--- src/rtl/prog_run_sequencer_pkg.sv ---
// Shared types and default constants for the program-run launch sequencer.
// The optional watchdog is enabled by defining PROG_WDOG_EN (see prog_run_sequencer.sv).
package prog_seq_pkg;

   typedef enum logic [1:0] {
      IDLE   = 2'd0,
      LAUNCH = 2'd1,
      RUN    = 2'd2,
      DONE   = 2'd3
   } seq_state_t;

   localparam int PC_W_DEF     = 10;
   localparam int CNT_W_DEF    = 16;
   localparam int NUM_PROG_DEF = 3;

   localparam logic [PC_W_DEF-1:0] PC_TABLE_DEF [NUM_PROG_DEF] = '{10'd0, 10'd256, 10'd512};

   // Launch rotation: 0, 1, ..., num_prog-1, 0, ...
   function automatic logic [1:0] next_prog(input logic [1:0] idx, input int num_prog);
      return (int'(idx) == num_prog - 1) ? 2'd0 : idx + 2'd1;
   endfunction

endpackage

--- src/rtl/prog_run_sequencer_if.sv ---
// Host handshake plus core control bundle for prog_run_sequencer.
// master = the sequencer, slave = host/core side.
interface prog_run_sequencer_if #(
   parameter int PC_W  = prog_seq_pkg::PC_W_DEF,
   parameter int CNT_W = prog_seq_pkg::CNT_W_DEF
);
   import prog_seq_pkg::*;

   // req/ack: a 0->1 edge on req requests the next program; it is accepted only
   // while no program is running. ack rises once the program finishes and stays
   // high until the next accepted req edge (or reset); req level itself is ignored.
   logic             req;
   logic             ack;
   logic             core_halt;
   logic             core_hold;
   logic             core_start;
   logic [PC_W-1:0]  core_pc_init;
   logic [1:0]       prog_idx;
   logic [CNT_W-1:0] run_cycles;
   logic             timeout;
   seq_state_t       state_dbg;

   modport master (
      input  req, core_halt,
      output ack, core_hold, core_start, core_pc_init, prog_idx, run_cycles, timeout, state_dbg
   );

   modport slave (
      output req, core_halt,
      input  ack, core_hold, core_start, core_pc_init, prog_idx, run_cycles, timeout, state_dbg
   );

endinterface

--- src/rtl/prog_run_sequencer_run_cycle_counter.sv ---
// Saturating cycle counter with synchronous clear; sat flags the all-ones value.
module run_cycle_counter #(
   parameter int CNT_W = 16
) (
   input  logic             clk,
   input  logic             reset,
   input  logic             clr,
   input  logic             en,
   output logic [CNT_W-1:0] cnt,
   output logic             sat
);

   assign sat = &cnt;

   always_ff @(posedge clk or posedge reset) begin
      if (reset) begin
         cnt <= '0;
      end else if (clr) begin
         cnt <= '0;
      end else if (en && !sat) begin
         cnt <= cnt + 1'b1;
      end
   end

endmodule

--- src/rtl/prog_run_sequencer.sv ---
// Launches programs 0,1,2,... on req edges, runs the core until core_halt, then acks.
// Define PROG_WDOG_EN to add a RUN watchdog that forces DONE with timeout=1.
module prog_run_sequencer
   import prog_seq_pkg::*;
#(
   parameter int               NUM_PROG = NUM_PROG_DEF,
   parameter int               PC_W     = PC_W_DEF,
   parameter logic [PC_W-1:0]  PC_TABLE [NUM_PROG] = PC_TABLE_DEF,
   parameter int               CNT_W    = CNT_W_DEF
`ifdef PROG_WDOG_EN
   ,
   parameter logic [CNT_W-1:0] WDOG_LIMIT = CNT_W'(50000)
`endif
) (
   input logic                  clk,
   input logic                  reset,
   prog_run_sequencer_if.master bus
);

   seq_state_t       state, next_state;
   logic             req_q, go;
   logic             ack_q, hold_q, start_q;
   logic [PC_W-1:0]  pc_init_q;
   logic [1:0]       prog_idx_q;
   logic             ack_d, hold_d, start_d;
   logic [PC_W-1:0]  pc_init_d;
   logic [1:0]       prog_idx_d;
   logic             cnt_clr, run_sat, wdog_hit;
   logic [CNT_W-1:0] run_cnt;

   assign go = bus.req & ~req_q;

   // State and every output are flopped together so nothing reaches ack combinationally.
   always_ff @(posedge clk or posedge reset) begin
      if (reset) begin
         state      <= IDLE;
         req_q      <= 1'b0;
         ack_q      <= 1'b0;
         hold_q     <= 1'b1;
         start_q    <= 1'b0;
         pc_init_q  <= PC_TABLE[0];
         prog_idx_q <= 2'd0;
      end else begin
         state      <= next_state;
         req_q      <= bus.req;
         ack_q      <= ack_d;
         hold_q     <= hold_d;
         start_q    <= start_d;
         pc_init_q  <= pc_init_d;
         prog_idx_q <= prog_idx_d;
      end
   end

   always_comb begin
      next_state = state;
      case (state)
         IDLE:    if (go) next_state = LAUNCH;
         LAUNCH:  next_state = RUN;
         RUN:     if (bus.core_halt || wdog_hit) next_state = DONE;
         DONE:    if (go) next_state = LAUNCH;
         default: next_state = IDLE;
      endcase
   end

   always_comb begin
      start_d    = (next_state == LAUNCH);
      hold_d     = !((next_state == LAUNCH) || (next_state == RUN));
      ack_d      = (next_state == DONE);
      pc_init_d  = pc_init_q;
      prog_idx_d = prog_idx_q;
      if (next_state == LAUNCH) begin
         pc_init_d = PC_TABLE[prog_idx_q];
      end
      if ((state == RUN) && (next_state == DONE)) begin
         prog_idx_d = next_prog(prog_idx_q, NUM_PROG);
      end
   end

   // Counter reads 0 throughout LAUNCH and counts each RUN cycle, including the halt cycle.
   assign cnt_clr = (next_state == LAUNCH);

   run_cycle_counter #(.CNT_W(CNT_W)) u_run_cnt (
      .clk   (clk),
      .reset (reset),
      .clr   (cnt_clr),
      .en    ((state == RUN) && !run_sat),
      .cnt   (run_cnt),
      .sat   (run_sat)
   );

`ifdef PROG_WDOG_EN
   logic [CNT_W-1:0] wdog_cnt;
   logic             wdog_sat;
   logic             timeout_q;

   run_cycle_counter #(.CNT_W(CNT_W)) u_wdog_cnt (
      .clk   (clk),
      .reset (reset),
      .clr   (cnt_clr),
      .en    ((state == RUN) && !wdog_sat),
      .cnt   (wdog_cnt),
      .sat   (wdog_sat)
   );

   // Fires in the WDOG_LIMIT-th RUN cycle; a halt in that same cycle takes precedence.
   assign wdog_hit = (state == RUN) && (wdog_cnt == WDOG_LIMIT - 1'b1);

   always_ff @(posedge clk or posedge reset) begin
      if (reset) begin
         timeout_q <= 1'b0;
      end else if (next_state == LAUNCH) begin
         timeout_q <= 1'b0;
      end else if (wdog_hit && !bus.core_halt) begin
         timeout_q <= 1'b1;
      end
   end

   assign bus.timeout = timeout_q;
`else
   assign wdog_hit    = 1'b0;
   assign bus.timeout = 1'b0;
`endif

   assign bus.ack          = ack_q;
   assign bus.core_hold    = hold_q;
   assign bus.core_start   = start_q;
   assign bus.core_pc_init = pc_init_q;
   assign bus.prog_idx     = prog_idx_q;
   assign bus.run_cycles   = run_cnt;
   assign bus.state_dbg    = state;

endmodule

--- src/flat_wrapper.sv ---
// flat-port wrapper written by rule: the top's interface ports become plain ports
module prog_run_sequencer_flat import prog_seq_pkg::*;
#(
   parameter int               NUM_PROG = NUM_PROG_DEF,
   parameter int               PC_W     = PC_W_DEF,
   parameter logic [PC_W-1:0]  PC_TABLE [NUM_PROG] = PC_TABLE_DEF,
   parameter int               CNT_W    = CNT_W_DEF

)
  (clk, reset, bus_req, bus_core_halt, bus_ack, bus_core_hold, bus_core_start, bus_core_pc_init, bus_prog_idx, bus_run_cycles, bus_timeout, bus_state_dbg);
  prog_run_sequencer_if #(.PC_W(PC_W), .CNT_W(CNT_W)) bus_i ();
  input logic clk;
  input logic reset;
  input wire logic [$bits(bus_i.req)-1:0] bus_req;
  input wire logic [$bits(bus_i.core_halt)-1:0] bus_core_halt;
  output wire logic [$bits(bus_i.ack)-1:0] bus_ack;
  output wire logic [$bits(bus_i.core_hold)-1:0] bus_core_hold;
  output wire logic [$bits(bus_i.core_start)-1:0] bus_core_start;
  output wire logic [$bits(bus_i.core_pc_init)-1:0] bus_core_pc_init;
  output wire logic [$bits(bus_i.prog_idx)-1:0] bus_prog_idx;
  output wire logic [$bits(bus_i.run_cycles)-1:0] bus_run_cycles;
  output wire logic [$bits(bus_i.timeout)-1:0] bus_timeout;
  output wire logic [$bits(bus_i.state_dbg)-1:0] bus_state_dbg;
  assign bus_i.req = bus_req;
  assign bus_i.core_halt = bus_core_halt;
  assign bus_ack = bus_i.ack;
  assign bus_core_hold = bus_i.core_hold;
  assign bus_core_start = bus_i.core_start;
  assign bus_core_pc_init = bus_i.core_pc_init;
  assign bus_prog_idx = bus_i.prog_idx;
  assign bus_run_cycles = bus_i.run_cycles;
  assign bus_timeout = bus_i.timeout;
  assign bus_state_dbg = bus_i.state_dbg;
  prog_run_sequencer #(.NUM_PROG(NUM_PROG), .PC_W(PC_W), .PC_TABLE(PC_TABLE), .CNT_W(CNT_W)) u_core (.clk(clk), .reset(reset), .bus(bus_i));
endmodule
--- config.mk ---
export PLATFORM = sky130hd
export DESIGN_NAME = prog_run_sequencer_flat
export DESIGN_NICKNAME = d
export VERILOG_FILES = /design/src/rtl/prog_run_sequencer_pkg.sv /design/src/rtl/prog_run_sequencer_if.sv /design/src/rtl/prog_run_sequencer_run_cycle_counter.sv /design/src/rtl/prog_run_sequencer.sv /design/src/flat_wrapper.sv
export SDC_FILE = /design/constraint.sdc
export NUM_CORES = 1
export LEC_CHECK = 0
export ABC_CLOCK_PERIOD_IN_PS = 2500
export CAP_MARGIN = 20
export CORE_ASPECT_RATIO = 0.7
export CORE_MARGIN = 2
export CORE_UTILIZATION = 37
export DETAILED_ROUTE_END_ITERATION = 10
export GPL_TIMING_DRIVEN = 0
export PLACE_DENSITY_LB_ADDON = 0.25
export SETUP_SLACK_MARGIN = 0.15
export SKIP_LAST_GASP = 1
export SLEW_MARGIN = 20
export SYNTH_ARGS = -nofsm -noshare
export SYNTH_HDL_FRONTEND = slang
export SYNTH_SLANG_ARGS = --single-unit
export TNS_END_PERCENT = 50
--- constraint.sdc ---
create_clock -name clk -period 2.5 [get_ports clk]
set_clock_uncertainty 0.15 [all_clocks]
set_input_delay 0.25 -clock clk [delete_from_list [all_inputs] [get_ports clk]]
set_output_delay 0.25 -clock clk [all_outputs]
set_load 0.02 [all_outputs]
==> flow_metrics.tcl, run 1 <==
set metrics [dict create \
    status "finished, final reports clean" \
    grt_pass1_vias 1054 \
    critPathMaxStageDelay_ns 0.43 \
    holdBufCountCts 0 \
    fmax_ghz 0.466 \
    initial_core_util_pct 39.1 \
    synth_top_cell_by_area "dfrtp_1" \
    multi_input_area_um2 659 \
    ys_top_cells_by_area "dfrtp_1, ha_1, buf_4, a21oi_1, or3_2" \
    internal_power_w 0.00109 \
    drc 0 \
    fillCellCount 340 \
    worstPathRequired_ns 2.51 \
    die_y_um 55.3 \
    regToRegSetupSlack_ns 0.36 \
    whs_ns 0.218 \
    synthesis.instances 135 \
    synth_edf_count 0 \
    wirelength_um 2940 \
    async_reset_ff_share_pct 100 \
    worstHoldPathType "primary input to asynchronous set/reset pin" \
    clockPowerShare_pct 14.8 \
    p_sw_w 0.000747 \
    cts_buffers 3 \
    endpoint_kind "register" \
    yosysTopAreaCellShare_pct 45.0 \
    layout_common_cells "clkdlybuf4s50_1, dfrtp_1, a21oi_1, nand2_1" \
    clk_pin_slew_worst_paths_ns 0.09 \
    relSlewSlack_pct 38.1 \
    hold_violations 0 \
    dr.first_iter.drc_count 69 \
    vias_per_cell 5.00 \
    crit_path_top_delay_cell "dfrtp_1" \
    drive_gt1_share_pct 18.3 \
    yosysSeqAreaShare_pct 46.9 \
    grt_max_degree 27 \
    fp.dieArea_um2 4270 \
    dp_hpwl_um 2120 \
    grt-ovfl-total 0 \
    diodes 0 \
    startpoint "u_core.u_run_cnt.cnt[0]" \
    p_per_area_nw_per_um2 995 \
    grt_usage_pct 13.9 \
    synth.cell_area_um2 1390 \
    layout_commonest_cell "clkdlybuf4s50_1" \
    grt_setup_unrepaired "no" \
    routedWlPerCell_um 13.1 \
    core_area_um2 3560 \
    vias 1126 \
    gp_congestion 0.807 \
    ant_nets 0 \
    cts-root-buf "clkbuf_8" \
    p_leak_nw 0.798 \
    ctsHtreeMaxLevel 1 \
    ff2ff_path_depth 7 \
    regArea_um2 652 \
    cp.arrival_ns 2.16 \
    crit-reg2reg-capture "u_core.u_run_cnt.cnt[1]" \
    period_minus_slack_ns 2.14 \
    final_util_pct 52.0 \
    design_area_um2 1850 \
    seqPwrFrac_pct 33.7 \
    port_buffers 28 \
    postSynthAreaPerCell_um2 10.3 \
    ioPinCount 38 \
    nets 186 \
    finalPower_w 0.00184 \
    insertion_delay_ns 0.27 \
    report.final.slew_viol_count 0 \
    reg2reg_from "u_core.u_run_cnt.cnt[0]" \
    cts_setup_buffers 0 \
    antenna_found_initial 0 \
    critPathLaunchType "register" \
    grt_pass1_wl_um 4870 \
    dr.pass1.iters 4 \
    ctsLongestPathBuffers 2 \
    clock-sinks 26 \
    synth-warning-count 0 \
    critical_path_class "register to register" \
    finalSetupTns_ns 0 \
    yosysUniqueCellTypes 39 \
    critPathMaxFanout 10 \
    die_w_um 77.3 \
    worst_pin_slew_ns 0.924 \
    crit_chain "ha_1 > nand4_1 > o41ai_4 > buf_6 > buf_12 > mux2i_1 > nor2_1" \
    row_count 18 \
    pwr-share-comb_pct 51.4 \
    setup_viol 0 \
    tritoncts "built" \
    switching_share_pct 40.6 \
    critPathCapture "u_core.u_run_cnt.cnt[1]" \
    ys_seq_elements 26 \
    placed_area_um2 1770 \
    period_share_pct 85.8 \
    ys.flop_type "dfrtp_1" \
    syn2layout_area_growth_pct 32.9 \
    cap_violations 0 \
    ir_drop_uv 667 \
]
==> worst min-delay path by stage <==
stage | from | to | cells past startpoint
global route | reset | u_core.u_run_cnt.cnt[0] | 2
global placement | u_core.bus.core_pc_init[9] | u_core.bus.core_pc_init[9] | 2
floorplan | bus_req | u_core.req_q | 0
CTS | bus_req | u_core.req_q | 1
finish | reset | u_core.bus.core_start | 2
detailed placement | u_core.bus.core_pc_init[9] | u_core.bus.core_pc_init[9] | 2
==> metal layers <==
metal	routed length (um)	GRT usage, %
met1	1390	20.1
met2	1320	21.0
met3	215	3.92
met4	12	2.30
met5	0	0
==> worst max-delay path: cells and delay by family, from the launching register on <==
kind                       cells  cell delay (ns)
DFF                            1             0.43
AOI/OAI and AO/OA              1             0.42
buffers and inverters          2             0.34
and+or+nand+nor                2             0.27
adders and majority gates      1             0.26
muxes                          1             0.17
==> synthesized netlist by cell type (4+ instances only) <==
cell / instances
a21oi_1: 12
buf_4: 9
dfrtp_1: 25
ha_1: 6
inv_1: 7
nand2_1: 11
nand4_1: 5
nor2_1: 5
o21ai_0: 5
o21ai_1: 5
o31ai_1: 4
or3_2: 6
or4_1: 4
==> registers in the layout, summed over array words and instances (netlist names) <==
name,flops
u_core.bus.core_hold,1
u_core.req_q,1
u_core.bus.prog_idx,2
u_core.bus.ack,1
u_core.u_run_cnt.cnt,16
u_core.bus.state_dbg,2
u_core.bus.core_pc_init,2
u_core.bus.core_start,1
==> final cells by class <==
type | instances | share of cell area, %
buffer | 13 | 6.16
clock buffer | 4 | 2.98
inverter | 7 | 1.42
multi-input combinational | 97 | 35.7
sequential | 26 | 35.3
tap | 50 | 3.38
timing repair buffer | 28 | 15.2
==> power groups by stage <==
stage / registers, W / clock network, W / logic, W
after global placement: 0.000615 / 0 / 0.000855
after global routing: 0.000634 / 0.000293 / 0.00104
final: 0.000620 / 0.000273 / 0.000946
after floorplan: 0.000718 / 0 / 0.000465
after detailed placement: 0.000622 / 0 / 0.000886
after CTS: 0.000616 / 0.000278 / 0.000923
==> per-stage QoR <==
| step | instances | setup slack (ns) |
|---|---|---|
| 3_3_place_gp | 221 | -0.0710 |
| 2_1_floorplan | 143 | 0.217 |
| 4_1_cts | 225 | 0.171 |
| 5_1_grt | 225 | 0.194 |
| 3_5_place_dp | 221 | -0.185 |
| 6_report | 225 | 0.355 |
==> kinds of logic after synthesis <==
group / count (synthesis) / synth area share [%]
AOI/OAI and AO/OA: 32 / 14.9
xor gates and xnor gates: 2 / 1.26
adders and majority gates: 6 / 5.40
buffers and inverters: 20 / 9.53
DFF: 26 / 46.9
muxes: 2 / 1.80
other: 1 / 0.270
and+or+nand+nor: 46 / 20.0
==> what timing repair did <==
| item | CTS | global route |
|---|---|---|
| gates resized for setup | 4 | 5 |
| cloned | 0 | 0 |
| setup endpoints to repair | 17 | 10 |
(Power assumes the default switching activity.)
==> run 2, diff against run 1 <==
GPL_TIMING_DRIVEN = 1   (was 0)
==> run 2 against run 1 <==
Power shrank 5.9%. Non-clock buffer count is 8 lower. Global-route usage shrank 0.21 points. Critical endpoint is now u_core.u_run_cnt.cnt[15]. Combinational power down 11%.
==> flow_metrics.tcl, run 2 (synthesis results as in run 1) <==
set metrics [dict create \
    status "finished, final reports clean" \
    crit_path_top_delay_cell "dfrtp_1" \
    dr.first_iter.drc_count 55 \
    syn2layout_area_growth_pct 26.0 \
    ff2ff_path_depth 6 \
    critPathMaxFanout 7 \
    diodes 0 \
    fillCellCount 348 \
    finalSetupTns_ns 0 \
    ctsLongestPathBuffers 2 \
    p_leak_nw 0.749 \
    clk_pin_slew_worst_paths_ns 0.09 \
    grt_max_degree 17 \
    die_y_um 55.3 \
    setup_slack_ns 0.381 \
    worstHoldPathType "primary input to asynchronous set/reset pin" \
    p_per_area_nw_per_um2 988 \
    cts_buffers 3 \
    setup_viol 0 \
    regToRegSetupSlack_ns 0.38 \
    row_count 18 \
    period_share_pct 84.8 \
    relSlewSlack_pct 60.7 \
    drive_gt1_share_pct 13.2 \
    crit-reg2reg-capture "u_core.u_run_cnt.cnt[15]" \
    crit_buf_inv 1 \
    ant_nets 0 \
    die_w_um 77.3 \
    report.final.slew_viol_count 0 \
    reg2reg_from "u_core.bus.state_dbg[0]" \
    ir_drop_uv 514 \
    gp_congestion 0.801 \
    core_area_um2 3560 \
    crit_cells 6 \
    worstPathRequired_ns 2.52 \
    ctsHtreeMaxLevel 1 \
    grt_pass1_vias 1023 \
    vias 1061 \
    crit_family "adder cells" \
    layout_common_cells "clkdlybuf4s50_1, dfrtp_1, a21oi_1" \
    wirelength_um 2710 \
    largest_register "u_core.u_run_cnt.cnt" \
    vias_per_cell 4.89 \
    final_util_pct 49.3 \
    nets 178 \
    cts_setup_buffers 0 \
    post_cts_resized 0 \
    ioPinCount 38 \
    crit_chain "inv_1 > ha_2 > a311oi_1 > ha_1 > nor2b_1 > mux2_4" \
    cap_violations 0 \
    tritoncts "built" \
    fmax_ghz 0.472 \
    finalPower_w 0.00173 \
    initial_core_util_pct 39.1 \
    largest_reg_flops 16 \
    dp_hpwl_um 1990 \
    whs_ns 0.187 \
    dpl_worst_slack_ns 0.270 \
    routedWlPerCell_um 12.5 \
    worst_pin_slew_ns 0.590 \
    fp.dieArea_um2 4270 \
    critPathLaunchType "register" \
    grt-ovfl-total 0 \
    endpoint_kind "register" \
    drc 0 \
    critical_path_class "register to register" \
    antenna_found_initial 0 \
    critPathMaxStageDelay_ns 0.42 \
    port_buffers 28 \
    insertion_delay_ns 0.27 \
    cts-root-buf "clkbuf_8" \
    clock-sinks 26 \
    period_minus_slack_ns 2.12 \
    holdBufCountCts 0 \
    grt_setup_unrepaired "no" \
    cp.arrival_ns 2.14 \
    hold_violations 0 \
    layout_commonest_cell "clkdlybuf4s50_1" \
    dr.pass1.iters 4 \
    grt_usage_pct 13.7 \
    grt_pass1_wl_um 4800 \
]
-- run 2: cell types whose count changed in the layout (fill, tap and decap cells not counted), sizes merged --
cell    previous run  this run
clkinv             1         0
buf               11         5
inv                6         7
clkbuf             6         4
-- run 2: worst max path at each step --
stage / startpoint / slack (ns) / endpoint
floorplan: u_core.bus.state_dbg[0] / 0.22 / u_core.u_run_cnt.cnt[0]
global placement: bus_req / 0.33 / u_core.u_run_cnt.cnt[15]
detailed placement: bus_req / 0.27 / u_core.u_run_cnt.cnt[1]
CTS: u_core.bus.state_dbg[0] / 0.33 / u_core.u_run_cnt.cnt[1]
global route: u_core.bus.state_dbg[0] / 0.23 / u_core.u_run_cnt.cnt[6]
finish: u_core.bus.state_dbg[0] / 0.38 / u_core.u_run_cnt.cnt[15]
-- run 2: worst register-to-register path: cells and delay by family (launching register included) --
kind            cells  cell delay [ns]
compound gates      1             0.39
fa+ha+maj           2             0.64
buf+inv             1             0.09
flops               1             0.42
mux                 1             0.26
simple gates        1             0.07
-- run 2: layer usage --
layer | share of wire, % | up-vias | track usage, %
met3 | 4.8 | 2 | 3.59
met2 | 43 | 27 | 20.9
met5 | 0 | - | 0
met4 | 0.59 | 0 | 3.06
met1 | 52 | 493 | 19.5
li1 | - | 539 | -
-- run 2: power breakdown --
group	internal (W)	switching, W
Clock	0.000141	0.000135
Combinational	0.000364	0.000478
Sequential	0.000524	0.0000890
Total	0.00103	0.000702
-- run 2: final cells by class --
cell class	count	area [um^2]	area share, %
clock buffers	4	55.1	3.14
inverters	7	26.3	1.50
multi-input cells	97	639	36.5
flip-flops and latches	26	652	37.2
well taps	50	62.6	3.57
repair buffers	33	318	18.1
-- run 2: through the flow --
stage / instances / area, um^2
floorplan: 143 / 1420
global placement: 213 / 1700
detailed placement: 213 / 1700
CTS: 217 / 1750
global route: 217 / 1750
finish: 217 / 1750
==> run 3, diff against run 2 <==
ABC_CLOCK_PERIOD_IN_PS = 1700   (was 2500)
clock period = 1.7 ns   (was 2.5 ns; I/O delays follow)
==> run 3 against run 2 <==
Die area is the same. Power increased by 110%. The run now ends with negative setup slack left. Cell area rose by 31%. Largest power group unchanged. Wire length grew 29%. Critical path type unchanged. Register-to-register slack got worse by 0.60 ns. Clock power rose by 49%. Critical endpoint is now u_core.bus.prog_idx[0]. Sequential share of layout area is 8.5 points lower.
==> flow_metrics.tcl, run 3 (synthesis results as in run 1) <==
set metrics [dict create \
    ant_nets 0 \
    ff2ff_path_depth 8 \
    antenna_found_initial 0 \
    use_met3_pct 4.08 \
    vias_per_cell 4.92 \
    largest_register "u_core.u_run_cnt.cnt" \
    critPathLaunchType "register" \
    dr.first_iter.drc_count 45 \
    dpl_worst_slack_ns -0.233 \
    syn2layout_area_growth_pct 64.7 \
    grt-ovfl-total 0 \
    period_minus_slack_ns 1.91 \
    layout_common_cells "buf_4, clkdlybuf4s50_1, dfrtp_1" \
    grt_pass1_wl_um 6040 \
    layout_commonest_cell "buf_4" \
    report.final.slew_viol_count 0 \
    ioPinCount 38 \
    drive_gt1_share_pct 44.8 \
    gp_congestion 0.784 \
    nets 221 \
    worstHoldPathType "primary input to asynchronous set/reset pin" \
    clk_pin_slew_worst_paths_ns 0.09 \
    endpoint_kind "register" \
    startpoint "u_core.bus.state_dbg[0]" \
    core_area_um2 3560 \
    placed_area_um2 1980 \
    row_count 18 \
    vias 1278 \
    final_util_pct 64.4 \
    clock-sinks 26 \
    setup_slack_ns -0.214 \
    insertion_delay_ns 0.27 \
    die_y_um 55.3 \
    fmax_ghz 0.522 \
    routedWlPerCell_um 13.5 \
    design_area_um2 2290 \
    critPathMaxFanout 3 \
    fp.dieArea_um2 4270 \
    drc 0 \
    crit-reg2reg-capture "u_core.bus.prog_idx[0]" \
    use_met2_pct 28.2 \
    whs_ns 0.0935 \
    critical_path_class "register to register" \
    met1_usage_pct 24.4 \
    port_buffers 28 \
    multi_input_area_um2 808 \
    p_leak_nw 1.08 \
    tritoncts "built" \
    grt_pass1_vias 1266 \
    grt_busiest_layer "met2" \
    wirelength_um 3510 \
    grt_setup_unrepaired "yes" \
    hold_violations 0 \
    ctsLongestPathBuffers 2 \
    grt_usage_pct 17.6 \
    violations "negative setup slack" \
    diodes 0 \
    worstPathRequired_ns 1.73 \
    period_share_pct 113 \
    finalSetupTns_ns -3.21 \
    largest_reg_flops 16 \
    regArea_um2 658 \
    ir_drop_uv 1360 \
    cap_violations 0 \
    grt_max_degree 27 \
    regToRegSetupSlack_ns -0.21 \
    fillCellCount 308 \
    cts-root-buf "clkbuf_8" \
    setup_viol 31 \
    cts_buffers 3 \
    reg2reg_from "u_core.bus.state_dbg[0]" \
    p_per_area_nw_per_um2 1570 \
    ctsHtreeMaxLevel 1 \
    status "complete, but fails checks" \
    cp.arrival_ns 1.94 \
    dp_hpwl_um 2420 \
    initial_core_util_pct 39.1 \
    dr.pass1.iters 4 \
    die_w_um 77.3 \
]
## run 3: routing by layer
layer	part of all wire [%]	up-vias
met1	48	619
met2	47	31
li1	-	625
met4	0.46	0
met5	0	-
met3	4.4	3
## run 3: worst max-delay path by stage
stage	end	slack, ns	depth (start not counted)
after global routing	u_core.bus.prog_idx[0]	-0.26	8
after detailed placement	u_core.bus.prog_idx[0]	-0.23	8
final	u_core.bus.prog_idx[0]	-0.21	8
after floorplan	u_core.u_run_cnt.cnt[6]	-0.21	7
after global placement	u_core.u_run_cnt.cnt[15]	-0.17	6
after CTS	u_core.u_run_cnt.cnt[3]	-0.17	6
## run 3: critical path, stage by stage, from the launching register on
cell and delay [ns]:
dfrtp_2 0.43, inv_2 0.08, ha_4 0.21, a311oi_4 0.39, inv_2 0.10, ha_4 0.19
nand2_4 0.06, nor3_1 0.05, a21o_1 0.16
## run 3: final cells by class
cell class,count,share of cell area [%]
Sequential cell,26,28.7
Inverter,7,1.15
Timing Repair Buffer,76,29.7
Tap cell,50,2.73
Clock buffer,4,2.40
Multi-Input combinational cell,97,35.3
## run 3: report_power, final
part           internal, W  switching (W)  total [W]
clock             0.000208       0.000203   0.000410
combinational      0.00121        0.00107    0.00228
sequential        0.000781       0.000124   0.000906
## run 3: per-stage QoR
stage | total power (W) | instances
2_1_floorplan | 0.00196 | 143
3_3_place_gp | 0.00250 | 244
3_5_place_dp | 0.00255 | 244
4_1_cts | 0.00324 | 252
5_1_grt | 0.00388 | 260
6_report | 0.00360 | 260
## run 3: timing repair
item | in CTS | in global routing
gates resized for setup | 21 | 17
buffers inserted | 4 | 7
endpoints found under the setup margin | 45 | 48
pin swaps | 11 | 10
hold buffers | 0 | 0
gates cloned | 0 | 1
